--- config.mk ---
export PLATFORM = sky130hd
export DESIGN_NAME = hurricane_ctrl_flat
export DESIGN_NICKNAME = d
export VERILOG_FILES = /design/src/rtl/hurricane_ctrl_if.sv /design/src/rtl/hurricane_ctrl.sv /design/src/flat_wrapper.sv
export SDC_FILE = /design/constraint.sdc
export NUM_CORES = 1
export LEC_CHECK = 0
export ABC_AREA = 1
export CAP_MARGIN = 10
export CORE_AREA = 4 4 66 83
export DETAILED_ROUTE_END_ITERATION = 8
export DIE_AREA = 0 0 70 87
export PLACE_DENSITY = 0.73
export SLEW_MARGIN = 0
export SYNTH_ARGS = -nofsm -noshare
export SYNTH_HDL_FRONTEND = slang
export SYNTH_SLANG_ARGS = --single-unit
export TNS_END_PERCENT = 100
--- constraint.sdc ---
create_clock -name clk -period 2.1 [get_ports clk]
set_input_delay 0.42 -clock clk [delete_from_list [all_inputs] [get_ports clk]]
set_output_delay 0.42 -clock clk [all_outputs]
set_load 0.02 [all_outputs]
--- src/rtl/hurricane_ctrl_if.sv ---
// hurricane_ctrl_if
//   Signal bundle between mode_fsm-side logic and the hurricane sequencer.
//   slave  : the sequencer (hurricane_ctrl) - consumes machine/mode/menu,
//            produces grant, return target, countdown and done pulse.
//   master : the environment driving the sequencer inputs.
//   machine_state          1 = hood powered on
//   mode_state       [2:0] current mode from mode_fsm (3'b011 = hurricane)
//   menu_btn               debounced menu button, level
//   hurricane_mode_enabled 1 = mode 3 entry allowed / may continue
//   return_state           valid while enabled=0: 1 = mode 2, 0 = standby
//   countdown_sec    [7:0] seconds remaining in RUN/RETURN, else 0
//   countdown_active       1 while RUN or RETURN
//   hurricane_done         one-cycle pulse on entry to LOCKED
interface hurricane_ctrl_if;
    logic       machine_state;
    logic [2:0] mode_state;
    logic       menu_btn;
    logic       hurricane_mode_enabled;
    logic       return_state;
    logic [7:0] countdown_sec;
    logic       countdown_active;
    logic       hurricane_done;

    modport master (
        output machine_state, mode_state, menu_btn,
        input  hurricane_mode_enabled, return_state, countdown_sec,
               countdown_active, hurricane_done
    );

    modport slave (
        input  machine_state, mode_state, menu_btn,
        output hurricane_mode_enabled, return_state, countdown_sec,
               countdown_active, hurricane_done
    );
endinterface

--- src/rtl/hurricane_ctrl.sv ---
// hurricane_ctrl
//   Grants hurricane mode (mode 3) once per power-on, times the mode 3 run,
//   and times the return countdown after a menu press. On expiry the grant
//   is withdrawn and return_state tells mode_fsm where to drop.
// Ports
//   clk  system clock
//   rst  asynchronous reset, active-low
//   bus  hurricane_ctrl_if.slave (see interface file for signal list)
// Parameters
//   TICK_DIV    clk cycles per second tick
//   RUN_SEC     seconds mode 3 may run before forced exit to standby (1..255)
//   RETURN_SEC  seconds from menu press to exit into mode 2 (1..255)
module hurricane_ctrl #(
    parameter int unsigned TICK_DIV   = 100_000_000,
    parameter int unsigned RUN_SEC    = 60,
    parameter int unsigned RETURN_SEC = 60
) (
    input  logic            clk,
    input  logic            rst,
    hurricane_ctrl_if.slave bus
);

    localparam int unsigned PW = (TICK_DIV > 1) ? $clog2(TICK_DIV) : 1;
    localparam logic [PW-1:0] PRESC_MAX = PW'(TICK_DIV - 1);
    localparam logic [7:0]    RUN_LOAD  = 8'(RUN_SEC);
    localparam logic [7:0]    RET_LOAD  = 8'(RETURN_SEC);

    typedef enum logic [1:0] {
        ST_IDLE,
        ST_RUN,
        ST_RETURN,
        ST_LOCKED
    } state_t;

    state_t        state_q, state_d;
    logic [PW-1:0] presc_q, presc_d;
    logic [7:0]    count_q, count_d;
    logic          menu_prev_q;
    logic          enabled_q, enabled_d;
    logic          ret_q, ret_d;
    logic          active_q, active_d;
    logic          done_q, done_d;

    logic menu_edge;
    logic mode_is_h;
    logic sec_tick;

    assign menu_edge = bus.menu_btn & ~menu_prev_q;
    assign mode_is_h = (bus.mode_state == 3'b011);
    // Prescaler only runs in RUN/RETURN and is zero elsewhere, so a wrap
    // value here can only be reached while counting.
    assign sec_tick  = (presc_q == PRESC_MAX);

    always_ff @(posedge clk or negedge rst) begin
        if (!rst) begin
            state_q     <= ST_IDLE;
            presc_q     <= '0;
            count_q     <= '0;
            menu_prev_q <= 1'b0;
            enabled_q   <= 1'b1;
            ret_q       <= 1'b0;
            active_q    <= 1'b0;
            done_q      <= 1'b0;
        end else begin
            state_q     <= state_d;
            presc_q     <= presc_d;
            count_q     <= count_d;
            menu_prev_q <= bus.menu_btn;
            enabled_q   <= enabled_d;
            ret_q       <= ret_d;
            active_q    <= active_d;
            done_q      <= done_d;
        end
    end

    always_comb begin
        state_d   = state_q;
        presc_d   = presc_q;
        count_d   = count_q;
        enabled_d = enabled_q;
        ret_d     = ret_q;
        active_d  = active_q;
        done_d    = 1'b0;

        if (!bus.machine_state) begin
            // Power-off is the only way out of LOCKED; no done pulse here.
            state_d   = ST_IDLE;
            presc_d   = '0;
            count_d   = '0;
            enabled_d = 1'b1;
            ret_d     = 1'b0;
            active_d  = 1'b0;
        end else begin
            case (state_q)
                ST_IDLE: begin
                    enabled_d = 1'b1;
                    count_d   = '0;
                    active_d  = 1'b0;
                    presc_d   = '0;
                    if (mode_is_h) begin
                        state_d  = ST_RUN;
                        count_d  = RUN_LOAD;
                        active_d = 1'b1;
                    end
                end
                ST_RUN, ST_RETURN: begin
                    presc_d = sec_tick ? '0 : presc_q + 1'b1;
                    if (!mode_is_h || (sec_tick && count_q <= 8'd1)) begin
                        // Expiry outranks a coincident menu edge; leaving
                        // mode 3 early also consumes the grant.
                        state_d   = ST_LOCKED;
                        presc_d   = '0;
                        count_d   = '0;
                        enabled_d = 1'b0;
                        active_d  = 1'b0;
                        done_d    = 1'b1;
                        ret_d     = mode_is_h && (state_q == ST_RETURN);
                    end else begin
                        if (sec_tick) begin
                            count_d = count_q - 8'd1;
                        end
                        if (state_q == ST_RUN && menu_edge) begin
                            state_d = ST_RETURN;
                            count_d = RET_LOAD;
                            presc_d = '0;
                        end
                    end
                end
                ST_LOCKED: begin
                    enabled_d = 1'b0;
                    count_d   = '0;
                    active_d  = 1'b0;
                    presc_d   = '0;
                end
                default: begin
                    state_d = ST_IDLE;
                end
            endcase
        end
    end

    assign bus.hurricane_mode_enabled = enabled_q;
    assign bus.return_state           = ret_q;
    assign bus.countdown_sec          = count_q;
    assign bus.countdown_active       = active_q;
    assign bus.hurricane_done         = done_q;

endmodule

--- src/flat_wrapper.sv ---
// flat-port wrapper written by rule: the top's interface ports become plain ports
module hurricane_ctrl_flat 
#(
    parameter int unsigned TICK_DIV   = 100_000_000,
    parameter int unsigned RUN_SEC    = 60,
    parameter int unsigned RETURN_SEC = 60
)
  (clk, rst, bus_machine_state, bus_mode_state, bus_menu_btn, bus_hurricane_mode_enabled, bus_return_state, bus_countdown_sec, bus_countdown_active, bus_hurricane_done);
  hurricane_ctrl_if bus_i ();
  input  logic clk;
  input  logic rst;
  input wire logic [$bits(bus_i.machine_state)-1:0] bus_machine_state;
  input wire logic [$bits(bus_i.mode_state)-1:0] bus_mode_state;
  input wire logic [$bits(bus_i.menu_btn)-1:0] bus_menu_btn;
  output wire logic [$bits(bus_i.hurricane_mode_enabled)-1:0] bus_hurricane_mode_enabled;
  output wire logic [$bits(bus_i.return_state)-1:0] bus_return_state;
  output wire logic [$bits(bus_i.countdown_sec)-1:0] bus_countdown_sec;
  output wire logic [$bits(bus_i.countdown_active)-1:0] bus_countdown_active;
  output wire logic [$bits(bus_i.hurricane_done)-1:0] bus_hurricane_done;
  assign bus_i.machine_state = bus_machine_state;
  assign bus_i.mode_state = bus_mode_state;
  assign bus_i.menu_btn = bus_menu_btn;
  assign bus_hurricane_mode_enabled = bus_i.hurricane_mode_enabled;
  assign bus_return_state = bus_i.return_state;
  assign bus_countdown_sec = bus_i.countdown_sec;
  assign bus_countdown_active = bus_i.countdown_active;
  assign bus_hurricane_done = bus_i.hurricane_done;
  hurricane_ctrl #(.TICK_DIV(TICK_DIV), .RUN_SEC(RUN_SEC), .RETURN_SEC(RETURN_SEC)) u_core (.clk(clk), .rst(rst), .bus(bus_i));
endmodule
==> tab_implementation.tex <==
\begin{tabular}{lr}
\hline
Metric & Value \\
\hline
\multicolumn{2}{l}{\textbf{Clock tree}} \\
Number of buffers created by CTS & 5 \\
Clock-pin transition on the worst setup and hold timing paths & $\sim$0.080 ns \\
Buffer cell driving the clock tree root & sky130\_fd\_sc\_hd\_\_clkbuf\_8 \\
Clock tree sinks & 42 \\
TritonCTS clock tree & yes \\
H-tree depth & 2 \\
Clk\_lat worst skew & about 0.3 ns \\
Clock buffer depth & 2 \\
\multicolumn{2}{l}{\textbf{Logic synthesis}} \\
Number of cells produced by synthesis & $\sim$330 \\
Largest cells by area after synthesis & sky130\_fd\_sc\_hd\_\_dfrtp\_1 (41\%), sky130\_fd\_sc\_hd\_\_nand2\_1 (12\%), sky130\_fd\_sc\_hd\_\_nor2\_1 (9.0\%), sky130\_fd\_sc\_hd\_\_xor2\_1 (6.7\%), sky130\_fd\_sc\_hd\_\_inv\_1 (5.7\%) \\
Area share of the largest cell type after synthesis & between 40\% and 50\% \\
Syn Std Cell Area & $\sim$0.0025 mm2 \\
Net count of the mapped netlist & approximately 340 \\
Sequential area share after synthesis & a little over two fifths \\
Synthesized area divided by synthesized cell count & approximately 7.6 um2 \\
Cell type contributing the most total cell area after synthesis & sky130\_fd\_sc\_hd\_\_dfrtp\_1 \\
Total of flip-flops plus latches after synthesis & 42 \\
Count of yosys warnings during synthesis & 0 \\
Number of distinct standard cells referenced by the synthesized netlist & 25 \\
\multicolumn{2}{l}{\textbf{Cells and area}} \\
Footprint of the multi-input gates & roughly 0.0013 mm2 \\
Diode count & 0 \\
Fillcell total & roughly 440 \\
Finished Layout Cells & $\sim$420 \\
Post-layout nets & about 370 \\
Area added between synthesis and finish & 14.8\% \\
Share of cells above drive strength 1 & 8.45\% \\
Footprint of the flip-flops and latches & about 0.0011 mm2 \\
\multicolumn{2}{l}{\textbf{Pwr}} \\
Combinational group share of total power & a little under a third \\
Seq pwr share & 44.6\% \\
Maximum vdd ir drop & 561 uV \\
Relative contribution of the clock network to total power & between 20\% and 30\% \\
Cell Pwr Density & 734 mW/mm2 \\
P\_int & about 1400 uW \\
Net switching fraction of the power & 34.8\% \\
Net switching power figure & 731 uW \\
Static Leakage & 0.00126 uW \\
\multicolumn{2}{l}{\textbf{Setup path}} \\
Required time reported for the critical path endpoint & roughly 2.3 ns \\
Library cell appearing most often on the critical path & sky130\_fd\_sc\_hd\_\_nand3\_4 \\
Worst path cell trace & inv\_1 > ha\_1 > o21ai\_0 > nor2\_1 > nand3\_4 > nand2\_4 > nor2\_4 > nand3\_4 > buf\_12 > nand3\_1 > nand2\_1 \\
Crit end category & register \\
Cell at the slowest stage of the critical path & sky130\_fd\_sc\_hd\_\_dfrtp\_1 \\
Crit Reg-Reg Startpoint & u\_core.bus.countdown\_sec[0] \\
Critical Path Max Stage Delay & between 0.4 and 0.5 ns \\
Critical path startpoint category & register \\
End of the worst register-to-register path & u\_core.bus.countdown\_sec[4] \\
Worst reg-to-reg path cell count & 11 \\
Worst Path Arrival & 2.08 ns \\
Slack of the worst reg-to-reg path & between 0.2 and 0.25 ns \\
CP Max Fanout & 28 \\
Start-to-end type of the worst setup path & register to register \\
\multicolumn{2}{l}{\textbf{Place}} \\
Half-perimeter wire length after detailed placement & 3970 um \\
Routability-driven placement congestion ratio & between 0.8 and 0.9 \\
Number of buffer cells added on primary ports & 18 \\
Number of instances in the placed design & 407 \\
\multicolumn{2}{l}{\textbf{STA}} \\
Setup-failing EPs final & 0 \\
Slew @ Worst Pin & a little under 0.8 ns \\
Relative slew slack & 48.8\% \\
Max Clock Freq & roughly 530 MHz \\
Number of pins exceeding their max-slew limit in the final report & 0 \\
Final period utilization & 90.2\% \\
Hold violation total from the final report & 0 \\
Setup repair after global routing missed its margin & no \\
Setup TNS Final & 0 ns \\
Min Tclk post-route & 1.89 ns \\
Worst hold margin & 0.199 ns \\
Largest clock skew in the final design & $\sim$0.011 ns \\
\multicolumn{2}{l}{\textbf{Global routing}} \\
Antenna violations before repair & 0 \\
Number of global-route vias before repair & approximately 2200 \\
Maximum number of pins on one net before global-route repair & 35 \\
Total GRT Usage & roughly a fifth \\
Global-route wire length before repair & around 9600 um \\
Sum of overflow across all layers after global routing & 0 \\
\multicolumn{2}{l}{\textbf{Floorplanning}} \\
Top-level I/O count & 19 \\
Row count & 28 \\
Initial Util & 53.1\% \\
Die extent in y & between 80 and 90 um \\
Horiz. Die Dim & about 70 um \\
Core region area & 0.00469 mm2 \\
Die area & between 0.006 and 0.007 mm2 \\
\multicolumn{2}{l}{\textbf{Detailed routing}} \\
Drt pass-1 iters & 4 \\
Via total after detailed routing & between 2000 and 2500 \\
DRC violation count after routing & 0 \\
Per-cell via count in the routed design & $\sim$5.2 \\
Post-detailed-route wirelength per cell & between 10 and 15 um \\
Final antenna-violating net count & 0 \\
First DRT Iteration DRCs & between 100 and 150 \\
Wire length after detailed routing & between 5000 and 6000 um \\
\multicolumn{2}{l}{\textbf{Run status}} \\
Outcome & complete, no violations \\
\multicolumn{2}{l}{\textbf{Hold path}} \\
Worst Hold Class & input pin to asynchronous set/reset pin \\
\multicolumn{2}{l}{\textbf{Flow run}} \\
Max-cap viol count & 0 \\
\hline
\end{tabular}
==> worst max-delay path, delay by kind of cell, from the launching register on <==
kind / cells / cell delay, ns
adders and majority gates: 1 / 0.25
AOI/OAI and AO/OA: 1 / 0.18
buffers and inverters: 2 / 0.28
and+or+nand+nor: 7 / 0.67
DFF: 1 / 0.41
==> cell families (layout without fill, tap and decap cells) <==
logic type,Yosys count,after routing,synth area share [%]
flops,42,42,42.2
compound gates,11,11,2.31
fa+ha+maj,6,6,3.01
xor+xnor,21,21,7.38
buf+inv,41,70,6.78
simple gates,205,205,38.3
==> sequential cells by signal, summed over array words and instances (netlist names) <==
signal / flops
u_core.presc_q: 27
u_core.bus.hurricane_mode_enabled: 1
u_core.menu_prev_q: 1
u_core.bus.hurricane_done: 1
u_core.bus.countdown_sec: 8
u_core.state_q: 2
u_core.bus.countdown_active: 1
u_core.bus.return_state: 1
==> cell usage in the layout, fill, tap and decap left out <==
cell type	netlist	final
sky130_fd_sc_hd__nand2_1	78	78
sky130_fd_sc_hd__nor2_1	60	59
sky130_fd_sc_hd__dfrtp_1	41	41
sky130_fd_sc_hd__inv_1	38	38
sky130_fd_sc_hd__nand3_1	22	22
sky130_fd_sc_hd__xor2_1	19	19
sky130_fd_sc_hd__clkdlybuf4s50_1	0	17
sky130_fd_sc_hd__nand4_1	16	16
sky130_fd_sc_hd__nor3_1	10	10
sky130_fd_sc_hd__o21ai_0	9	9
sky130_fd_sc_hd__ha_1	6	6
sky130_fd_sc_hd__clkbuf_8	0	5
sky130_fd_sc_hd__buf_4	2	5
sky130_fd_sc_hd__nor2_2	4	4
sky130_fd_sc_hd__nor2_4	3	4
sky130_fd_sc_hd__clkbuf_1	0	3
sky130_fd_sc_hd__nand2_4	2	2
sky130_fd_sc_hd__nand3_4	2	2
sky130_fd_sc_hd__nor3_2	2	2
sky130_fd_sc_hd__nor4_1	2	2
sky130_fd_sc_hd__xnor2_1	2	2
sky130_fd_sc_hd__or2_2	2	2
sky130_fd_sc_hd__nand2_2	1	1
sky130_fd_sc_hd__o21ai_1	1	1
sky130_fd_sc_hd__o211ai_1	1	1
sky130_fd_sc_hd__nand3b_1	1	1
sky130_fd_sc_hd__buf_2	0	1
sky130_fd_sc_hd__buf_12	0	1
sky130_fd_sc_hd__dfstp_2	1	1
==> Yosys cell counts <==
| library cell | n |
|---|---|
| sky130_fd_sc_hd__nand3_4 | 2 |
| sky130_fd_sc_hd__xnor2_1 | 2 |
| sky130_fd_sc_hd__nand2_2 | 1 |
| sky130_fd_sc_hd__nor2_1 | 60 |
| sky130_fd_sc_hd__inv_1 | 38 |
| sky130_fd_sc_hd__nor3_2 | 2 |
| sky130_fd_sc_hd__buf_4 | 2 |
| sky130_fd_sc_hd__nand3b_1 | 1 |
| sky130_fd_sc_hd__o21ai_1 | 1 |
| sky130_fd_sc_hd__or2_2 | 2 |
| sky130_fd_sc_hd__o21ai_0 | 9 |
| sky130_fd_sc_hd__nand2_4 | 2 |
| sky130_fd_sc_hd__nand3_1 | 22 |
| sky130_fd_sc_hd__nand4_1 | 16 |
| sky130_fd_sc_hd__o211ai_1 | 1 |
| sky130_fd_sc_hd__nor2_4 | 3 |
| sky130_fd_sc_hd__ha_1 | 6 |
| sky130_fd_sc_hd__buf_6 | 1 |
| sky130_fd_sc_hd__nand2_1 | 78 |
| sky130_fd_sc_hd__nor3_1 | 10 |
| sky130_fd_sc_hd__nor4_1 | 2 |
| sky130_fd_sc_hd__xor2_1 | 19 |
| sky130_fd_sc_hd__dfstp_2 | 1 |
| sky130_fd_sc_hd__nor2_2 | 4 |
| sky130_fd_sc_hd__dfrtp_1 | 41 |
==> worst max-delay path by stage <==
stage / start / to / slack [ns] / depth (start not counted)
after floorplan: u_core.bus.countdown_sec[0] / u_core.bus.countdown_sec[0] / 0.29 / 9
after global placement: bus_mode_state[1] / u_core.bus.countdown_sec[0] / 0.13 / 7
after detailed placement: bus_mode_state[0] / u_core.bus.countdown_sec[4] / 0.04 / 7
after CTS: u_core.bus.countdown_sec[0] / u_core.bus.countdown_sec[4] / 0.07 / 9
after global routing: u_core.bus.countdown_sec[0] / u_core.presc_q[5] / 0.02 / 10
final: u_core.bus.countdown_sec[0] / u_core.bus.countdown_sec[4] / 0.21 / 11
==> layout make-up <==
class	count	share of cell area (%)
Clock buffer	8	2.80
Inverter	38	4.99
Multi-Input combinational cell	243	44.7
Timing Repair Buffer	24	8.14
Tap cell	60	2.62
Sequential cell	42	36.8
==> metrics by stage <==
stage	setup slack [ns]	utilization [%]	power (uW)	cell area (um2)
6_report	0.207	60.9	2100	2860
5_1_grt	0.0223	60.9	2250	2860
4_1_cts	0.0673	60.8	2120	2850
3_5_place_dp	0.0433	59.1	1610	2770
3_3_place_gp	0.126	59.1	1600	2770
2_1_floorplan	0.290	-	1390	2490
==> per-layer routing <==
metal / up-vias / GRT usage, % / routed length (um)
met4: 0 / 7.49 / 135
met1: 1004 / 22.9 / 2190
li1: 1087 / - / -
met3: 12 / 3.12 / 143
met5: - / 0 / 0
met2: 41 / 35.3 / 2740
==> power by group through the flow <==
| stage | Clock (uW) | Combinational, uW | Sequential, uW |
|---|---|---|---|
| floorplan | 0 | 394 | 992 |
| CTS | 524 | 659 | 937 |
| global placement | 0 | 651 | 952 |
| detailed placement | 0 | 659 | 950 |
| finish | 506 | 658 | 937 |
| global route | 559 | 736 | 950 |
==> repair_timing <==
action                     4_1_cts  5_1_grt
setup endpoints to repair        0        8
resized for setup                0        2
hold buffers                     0        0
buffers inserted                 0        0
Note: power is estimated with default switching activity, not from simulation.
